`src/rtl/radar_pkg.sv`:
```
// Shared definitions for the ultrasonic radar blocks: sequencer states and
// default timing constants, all expressed in 1 us system ticks.
package radar_pkg;

    localparam int ANGLE_W             = 8;
    localparam int CNT_W_DEF           = 18;
    localparam int TRIG_US_DEF         = 10;
    localparam int SETTLE_US_DEF       = 20000;
    localparam int ECHO_TIMEOUT_US_DEF = 25000;

    typedef enum logic [2:0] {
        S_IDLE,
        S_SETTLE,
        S_TRIG,
        S_WAIT_RISE,
        S_MEASURE,
        S_REPORT
    } radar_state_e;

endpackage

```
`src/rtl/radar_echo_sync.sv`:
```
// Two-flop synchronizer for the asynchronous echo pin plus an edge-detect
// register producing single-cycle rise/fall pulses from the synchronized level.
module radar_echo_sync (
    input  logic clk,
    input  logic rst_n,
    input  logic echo_i,
    output logic level_o,
    output logic rise_o,
    output logic fall_o
);

    logic meta_q;
    logic sync_q;
    logic prev_q;

    always_ff @(posedge clk) begin
        if (!rst_n) begin
            meta_q <= 1'b0;
            sync_q <= 1'b0;
            prev_q <= 1'b0;
        end else begin
            meta_q <= echo_i;
            sync_q <= meta_q;
            prev_q <= sync_q;
        end
    end

    assign level_o = sync_q;
    assign rise_o  = sync_q & ~prev_q;
    assign fall_o  = ~sync_q & prev_q;

endmodule

```
`src/rtl/radar_scan_ctrl.sv`:
```
// Ultrasonic radar sequencer: ping-pong servo sweep, one trigger per angle,
// echo pulse timing with timeout, result handed out on a valid/ready port.
//
//   state     | meaning
//   IDLE      | not scanning, angle held
//   SETTLE    | servo settle / sensor holdoff
//   TRIG      | trigger pulse high
//   WAIT_RISE | waiting for a fresh echo rising edge
//   MEASURE   | counting echo high time
//   REPORT    | result valid, waiting for meas_ready
module radar_scan_ctrl
    import radar_pkg::*;
#(
    parameter int CNT_W           = CNT_W_DEF,
    parameter int TRIG_US         = TRIG_US_DEF,
    parameter int SETTLE_US       = SETTLE_US_DEF,
    parameter int ECHO_TIMEOUT_US = ECHO_TIMEOUT_US_DEF,
    parameter int ANGLE_MIN       = 0,
    parameter int ANGLE_MAX       = 180,
    parameter int ANGLE_STEP      = 15
) (
    input  logic               clk,
    input  logic               rst_n,
    input  logic               start,
    input  logic               echo,
    output logic               trig,
    output logic [ANGLE_W-1:0] angle,
    output logic               busy,
    output logic               meas_valid,
    input  logic               meas_ready,
    output logic [ANGLE_W-1:0] meas_angle,
    output logic [CNT_W-1:0]   meas_count,
    output logic               meas_timeout
);

    localparam logic [ANGLE_W-1:0] A_MIN  = ANGLE_W'(ANGLE_MIN);
    localparam logic [ANGLE_W-1:0] A_MAX  = ANGLE_W'(ANGLE_MAX);
    localparam logic [ANGLE_W-1:0] A_STEP = ANGLE_W'(ANGLE_STEP);

    radar_state_e       state_q, state_d;
    logic [CNT_W-1:0]   timer_q, timer_d;
    logic [CNT_W-1:0]   tmo_q, tmo_d;
    logic [CNT_W-1:0]   echo_cnt_q, echo_cnt_d;
    logic [ANGLE_W-1:0] angle_q, angle_d;
    logic               dir_up_q, dir_up_d;
    logic [ANGLE_W-1:0] m_angle_q, m_angle_d;
    logic [CNT_W-1:0]   m_count_q, m_count_d;
    logic               m_tmo_q, m_tmo_d;

    logic echo_lvl, echo_rise, echo_fall;

    radar_echo_sync u_echo_sync (
        .clk     (clk),
        .rst_n   (rst_n),
        .echo_i  (echo),
        .level_o (echo_lvl),
        .rise_o  (echo_rise),
        .fall_o  (echo_fall)
    );

    always_comb begin
        state_d    = state_q;
        timer_d    = timer_q;
        tmo_d      = tmo_q;
        echo_cnt_d = echo_cnt_q;
        angle_d    = angle_q;
        dir_up_d   = dir_up_q;
        m_angle_d  = m_angle_q;
        m_count_d  = m_count_q;
        m_tmo_d    = m_tmo_q;

        unique case (state_q)
            S_IDLE: begin
                if (start) begin
                    state_d = S_SETTLE;
                    timer_d = CNT_W'(SETTLE_US);
                end
            end
            S_SETTLE: begin
                if (timer_q == '0) begin
                    state_d = S_TRIG;
                    timer_d = CNT_W'(TRIG_US - 1);
                end else begin
                    timer_d = timer_q - 1'b1;
                end
            end
            S_TRIG: begin
                if (timer_q == '0) begin
                    state_d = S_WAIT_RISE;
                    tmo_d   = CNT_W'(ECHO_TIMEOUT_US - 1);
                end else begin
                    timer_d = timer_q - 1'b1;
                end
            end
            S_WAIT_RISE: begin
                if (tmo_q == '0) begin
                    state_d   = S_REPORT;
                    m_angle_d = angle_q;
                    m_count_d = CNT_W'(ECHO_TIMEOUT_US);
                    m_tmo_d   = 1'b1;
                end else begin
                    tmo_d = tmo_q - 1'b1;
                    if (echo_rise) begin
                        state_d    = S_MEASURE;
                        echo_cnt_d = CNT_W'(1);
                    end
                end
            end
            S_MEASURE: begin
                // echo fall takes priority over a coincident timeout
                if (echo_fall) begin
                    state_d   = S_REPORT;
                    m_angle_d = angle_q;
                    m_count_d = echo_cnt_q;
                    m_tmo_d   = 1'b0;
                end else if (tmo_q == '0) begin
                    state_d   = S_REPORT;
                    m_angle_d = angle_q;
                    m_count_d = CNT_W'(ECHO_TIMEOUT_US);
                    m_tmo_d   = 1'b1;
                end else begin
                    tmo_d = tmo_q - 1'b1;
                    if (echo_lvl && (echo_cnt_q != '1)) begin
                        echo_cnt_d = echo_cnt_q + 1'b1;
                    end
                end
            end
            S_REPORT: begin
                if (meas_ready) begin
                    if (dir_up_q) begin
                        if (angle_q == A_MAX) begin
                            dir_up_d = 1'b0;
                            angle_d  = angle_q - A_STEP;
                        end else begin
                            angle_d = angle_q + A_STEP;
                        end
                    end else begin
                        if (angle_q == A_MIN) begin
                            dir_up_d = 1'b1;
                            angle_d  = angle_q + A_STEP;
                        end else begin
                            angle_d = angle_q - A_STEP;
                        end
                    end
                    if (start) begin
                        state_d = S_SETTLE;
                        timer_d = CNT_W'(SETTLE_US);
                    end else begin
                        state_d = S_IDLE;
                    end
                end
            end
            default: state_d = S_IDLE;
        endcase
    end

    always_ff @(posedge clk) begin
        if (!rst_n) begin
            state_q    <= S_IDLE;
            timer_q    <= '0;
            tmo_q      <= '0;
            echo_cnt_q <= '0;
            angle_q    <= A_MIN;
            dir_up_q   <= 1'b1;
            m_angle_q  <= '0;
            m_count_q  <= '0;
            m_tmo_q    <= 1'b0;
        end else begin
            state_q    <= state_d;
            timer_q    <= timer_d;
            tmo_q      <= tmo_d;
            echo_cnt_q <= echo_cnt_d;
            angle_q    <= angle_d;
            dir_up_q   <= dir_up_d;
            m_angle_q  <= m_angle_d;
            m_count_q  <= m_count_d;
            m_tmo_q    <= m_tmo_d;
        end
    end

    assign trig         = (state_q == S_TRIG);
    assign busy         = (state_q != S_IDLE);
    assign meas_valid   = (state_q == S_REPORT);
    assign angle        = angle_q;
    assign meas_angle   = m_angle_q;
    assign meas_count   = m_count_q;
    assign meas_timeout = m_tmo_q;

endmodule
```
`config.mk`:
```
export PLATFORM = sky130hd
export DESIGN_NAME = radar_scan_ctrl
export DESIGN_NICKNAME = d
export VERILOG_FILES = /design/src/rtl/radar_pkg.sv /design/src/rtl/radar_echo_sync.sv /design/src/rtl/radar_scan_ctrl.sv
export SDC_FILE = /design/constraint.sdc
export NUM_CORES = 1
export LEC_CHECK = 0
export CAP_MARGIN = 20
export CELL_PAD_IN_SITES_DETAIL_PLACEMENT = 1
export CELL_PAD_IN_SITES_GLOBAL_PLACEMENT = 2
export CORE_UTILIZATION = 36
export CTS_BUF_LIST = sky130_fd_sc_hd__clkbuf_4
export DETAILED_ROUTE_END_ITERATION = 8
export PLACE_DENSITY = 0.78
export SLEW_MARGIN = 15
export SYNTH_ARGS = -nofsm -noshare
export SYNTH_HDL_FRONTEND = slang
export SYNTH_HIERARCHICAL = 1
export SYNTH_SLANG_ARGS = --single-unit
```
`constraint.sdc`:
```
create_clock -name clk -period 2.66 [get_ports clk]
set_input_delay 0.532 -clock clk [delete_from_list [all_inputs] [get_ports clk]]
set_output_delay 0.532 -clock clk [all_outputs]
set_load 0.02 [all_outputs]
```
-- After elaboration in Yosys (flattened, before gate mapping)
Index checks and enable logic that the tools add are counted.
- add/sub/neg operators: 5
- equal/unequal tests: 19
- muxes and demuxes: 40
- bitwise logic cells: 4
- reduce and logical (&&, ||, !) cells: 14
- operator list (kind ; count):
    2-to-1 mux 18 bit ; 14
    case mux 18 bit (2 select lines) ; 2
    case mux 18 bit (4 select lines) ; 1
    case mux 18 bit (3 select lines) ; 1
    2-to-1 mux 8 bit ; 5
    zero test 18 bit ; 2
    subtractor 18 x 1 -> 18 bit, second input constant ; 2
    2-to-1 mux 3 bit ; 8
    adder 18 x 1 -> 18 bit, second input constant ; 1
    inequality test 18 bit, second input constant ; 1
    case mux 3 bit (6 select lines) ; 1
    inequality test 2 bit, second input constant ; 8
    case mux 8 bit (2 select lines) ; 1
    AND reduction 6 bit ; 2
    adder 8 x 4 -> 8 bit, second input constant ; 1
    equality test 8 bit, second input constant ; 1
    zero test 8 bit ; 1
    subtractor 8 x 4 -> 8 bit, second input constant ; 1
    equality test 3 x 2 -> 1 bit, second input constant ; 2
    equality test 3 bit, second input constant ; 2
    2-to-1 mux 1 bit ; 6
    inequality test 3 bit, second input constant ; 2
    AND reduction 3 bit ; 2
    nonzero test 3 bit ; 2
    10 further kinds ; 13
- flip-flop bits (word level): 96
- input port bits: 5
- output and inout port bits: 38
- logic and storage cells: 94

-- Depth between registers and ports, before layout
- word-level depth: 6
- depth in mapped cells: 10
- depth with buffers taken out: 8

-- By module
The synthesis kept the hierarchy.
- by module, submodules not included (module ; times used ; cells an instance ; area each (um^2) ; seq. area each (um^2)):
    radar_scan_ctrl ; 1 ; 550 ; 4680.7 ; 1861.8
    radar_echo_sync ; 1 ; 8 ; 91.3 ; 60.1

-- Worst setup path after synthesis
No wires, ideal clock.
- kind: register -> register
- start: register angle_q[0], in the netlist angle[0]
- end: register angle_q[2], in the netlist angle[2]
- library setup time: 115 ps
- arrival: 2078 ps
- required time: 2545 ps
- setup slack: 467 ps
- cell stages (with the launch flop): 9
- buffers on the path: 0
- period minus slack after synthesis: 2193 ps
- cells stage by stage: dfxtp_1 inv_1 ha_1 nor3b_1 a21o_1 a22oi_2 mux2i_1 o21a_1 o21a_1
- cells in the longest elaborated chain, start to end: 3
- elaborated cells between the ends (all ways): 7
- those cells by class: 2 x add/sub; 1 x eq/ne; 3 x mux; 1 x reduce/logical
- ends and longest elaborated chain (what ; RTL line ; source):
    start, declared ; radar_scan_ctrl.sv:44 ; logic [ANGLE_W-1:0] angle_q, angle_d;
    start signal, assigned ; radar_scan_ctrl.sv:173 ; angle_q <= angle_d;
    subtractor 8 x 4 -> 8 bit, or another cell as far along ; radar_scan_ctrl.sv:133, radar_scan_ctrl.sv:142 ;
    2-to-1 mux 8 bit (on tied branches) ; radar_scan_ctrl.sv:138, radar_scan_ctrl.sv:131 ;
    2-to-1 mux 8 bit * ; radar_scan_ctrl.sv:130 ; if (dir_up_q) begin
Mark *: on every way between the ends. The rest lies on a longest branch, timed or not.
A chain may end at the register's enable or synchronous reset.

-- Final worst setup path
- start: register state_q[2]
- end: output meas_valid
- cells in the longest elaborated chain, start to end: 1
- ends and longest elaborated chain (what ; RTL line ; source):
    start, declared ; radar_scan_ctrl.sv:40 ; radar_state_e state_q, state_d;
    start signal, assigned ; radar_scan_ctrl.sv:169 ; state_q <= state_d;
    equality test 3 bit ; radar_scan_ctrl.sv:183 ; assign meas_valid = (state_q == S_REPORT);
    end, declared ; radar_scan_ctrl.sv:29 ; output logic meas_valid,
Every way passes these cells.

==> impl_metrics.tcl <==
set metrics [dict create \
    io_pins 43 \
    clock-skew-final_ns 0.0128 \
    via_count 4226 \
    peakVddDrop_mv 0.625 \
    clk_pin_slew_worst_paths_ns 0.14 \
    tns_ns 0 \
    chipWidth_um 117 \
    maxCapViolCount 0 \
    wl_per_cell_um 16.1 \
    hold_path.class "reg2reg" \
    max_slew_margin 0.655 \
    synth.most_common_cell "dfxtp_1" \
    root_buffer "clkbuf_4" \
    synth_nets 570 \
    layout-drive-gt1-share 0.104 \
    period_minus_slack_ns 2.55 \
    port_buffers 42 \
    finalCritPeriodShare 0.958 \
    syn_inst 558 \
    endpoint_kind "output port" \
    rsz0062_at_grt "no" \
    synth-seq-cells 96 \
    yosys_warnings 6 \
    synth_top_area_share 0.403 \
    yosys-top-cells-area "dfxtp_1 40%, xnor2_1 5.5%, nor2_1 4.5%, nand2_1 4.3%, nor3_1 2.3%" \
    worst_pin_slew_ns 0.518 \
    fp.coreArea_um2 12800 \
    synth_edf_count 0 \
    hold_slack_ns 0.466 \
    ant_nets 0 \
    area_growth_pct 18.4 \
    status "finished, final reports clean" \
    clkLatencyLatePin_ns 0.48 \
    clock_path_buffers 2 \
    die_h_um 117 \
    pwr_density_cell_nw_per_um2 1130 \
    drt_iter0_drc 232 \
    hold_viol_final 0 \
    required_ns 2.13 \
    drc 0 \
    layout_setup_ws_ns 0.112 \
    holdBufCountCts 0 \
    yosysTopAreaCell "dfxtp_1" \
    grtUsageTotal 0.203 \
    htreeDepth 3 \
    synth_area_um2 4770 \
    p_leak_uw 0.00199 \
    grt_max_degree 28 \
    cts_inserted_buffers 9 \
    post_cts_buffers 0 \
    routed_wl_um 12700 \
    crit_arrival_ns 2.02 \
    routed_via_density 5.38 \
    initial_core_util 0.374 \
    path_class "reg2out" \
    cts_tree "yes" \
    dp_worst_setup_slack_ns 0.235 \
    antenna_found_initial 0 \
    die_area_um2 13700 \
    postSynthAreaPerCell_um2 8.55 \
    fp-row-count 41 \
    setup_viol 0 \
    fin_nets 621 \
    grt_pass1_vias 4240 \
    clock.fmax_ghz 0.392 \
    synthTopCellsByCount "96 x dfxtp_1, 57 x nor2_1, 55 x nand2_1, 30 x xnor2_1, 22 x nor3_1" \
    slew_violations 0 \
    antennaDiodeCount 0 \
    async_reset_ff_frac 0 \
    place.gp.congestion 0.771 \
    cp_max_fo 10 \
    cts_sinks 96 \
    ys_seq_area_frac 0.403 \
    grt-ovfl-total 0 \
    cp-start-kind "register" \
    place.detailed.hpwl_um 9090 \
    first_pass_iters 4 \
    grt_first_pass_wirelength_um 21400 \
    synth.distinct_cells 60 \
    synth_ff_type "dfxtp_1" \
]
critical path, stage by stage, from the launching register on:
cell             delay, ns
dfxtp_2               0.46
inv_1                 0.12
nor3b_2               0.30
clkdlybuf4s50_1       0.66
cells in the final DEF, fill, tap and decap left out, types with 6 or more instances in the layout:
cell type and instances:
xor2_1 12, clkdlybuf4s50_1 41, a22oi_1 12, ha_1 7
nor4_1 14, a21oi_1 16, o221a_2 6, nand4_1 12
nor2b_1 15, mux2i_1 8, nand2_1 55, or3_1 9
xnor2_1 30, nor4b_1 6, a21boi_1 13, o21ai_0 13
nor3_1 22, nand3_1 20, buf_4 28, dfxtp_1 93
and2_1 11, inv_1 11, nor2_1 57, clkbuf_4 10
per-stage QoR:
stage	total power (uW)	cell area, um^2	std cells	util
floorplan	4370	4770	558	-
global placement	5520	5510	770	0.431
detailed placement	5600	5510	770	0.431
CTS	6440	5650	786	0.442
global route	6940	5650	786	0.442
finish	6370	5650	786	0.442
layout make-up:
| class | instances | area (um^2) |
|---|---|---|
| clock buffers | 10 | 75.1 |
| well taps | 172 | 215 |
| repair buffers | 71 | 646 |
| multi-input cells | 420 | 2690 |
| inverters | 11 | 41.3 |
| clock inverters | 6 | 60.1 |
| fillers | 1504 | 7120 |
| flip-flops and latches | 96 | 1930 |
registers in the layout (all words and copies together), names as in the netlist:
name                 count
angle                    8
dir_up_q                 1
echo_cnt_q              18
meas_angle               8
meas_count              18
meas_timeout             1
state_q                  3
timer_q                 18
tmo_q                   18
u_echo_sync/level_o      1
u_echo_sync/meta_q       1
u_echo_sync/prev_q       1
cells by family after synthesis:
kind of cell | count (synthesis) | synth area share
mux | 8 | 0.0168
buf+inv | 42 | 0.0370
xor+xnor | 42 | 0.0771
simple gates | 261 | 0.293
flops | 96 | 0.403
compound gates | 102 | 0.155
fa+ha+maj | 7 | 0.0184
worst paths after layout:
kind | slack, ns | cells after the start | endpoint | startpoint
worst min register to register | 0.47 | 2 | meas_angle[4] | meas_angle[4]
worst max-delay path | 0.11 | 3 | meas_valid | state_q[2]
worst min-delay path | 0.47 | 2 | meas_angle[4] | meas_angle[4]
worst max register to register | 0.29 | 9 | tmo_q[9] | timer_q[0]
routing by layer:
metal / GRT usage / wire, um
met1: 0.270 / 6240
met2: 0.329 / 5960
met3: 0.0314 / 263
met4: 0.0793 / 189
met5: 0 / 0
power by group:
group | switching, uW | internal (uW) | total, uW
logic | 2020 | 1460 | 3470
clock network | 507 | 290 | 797
registers | 338 | 1760 | 2100
total | 2860 | 3510 | 6370
timing repair:
action,4_1_cts,5_1_grt
pin swaps,0,0
endpoints found under the setup margin,1,1
gates resized for setup,3,1
Power figures use the tool's default switching activity.
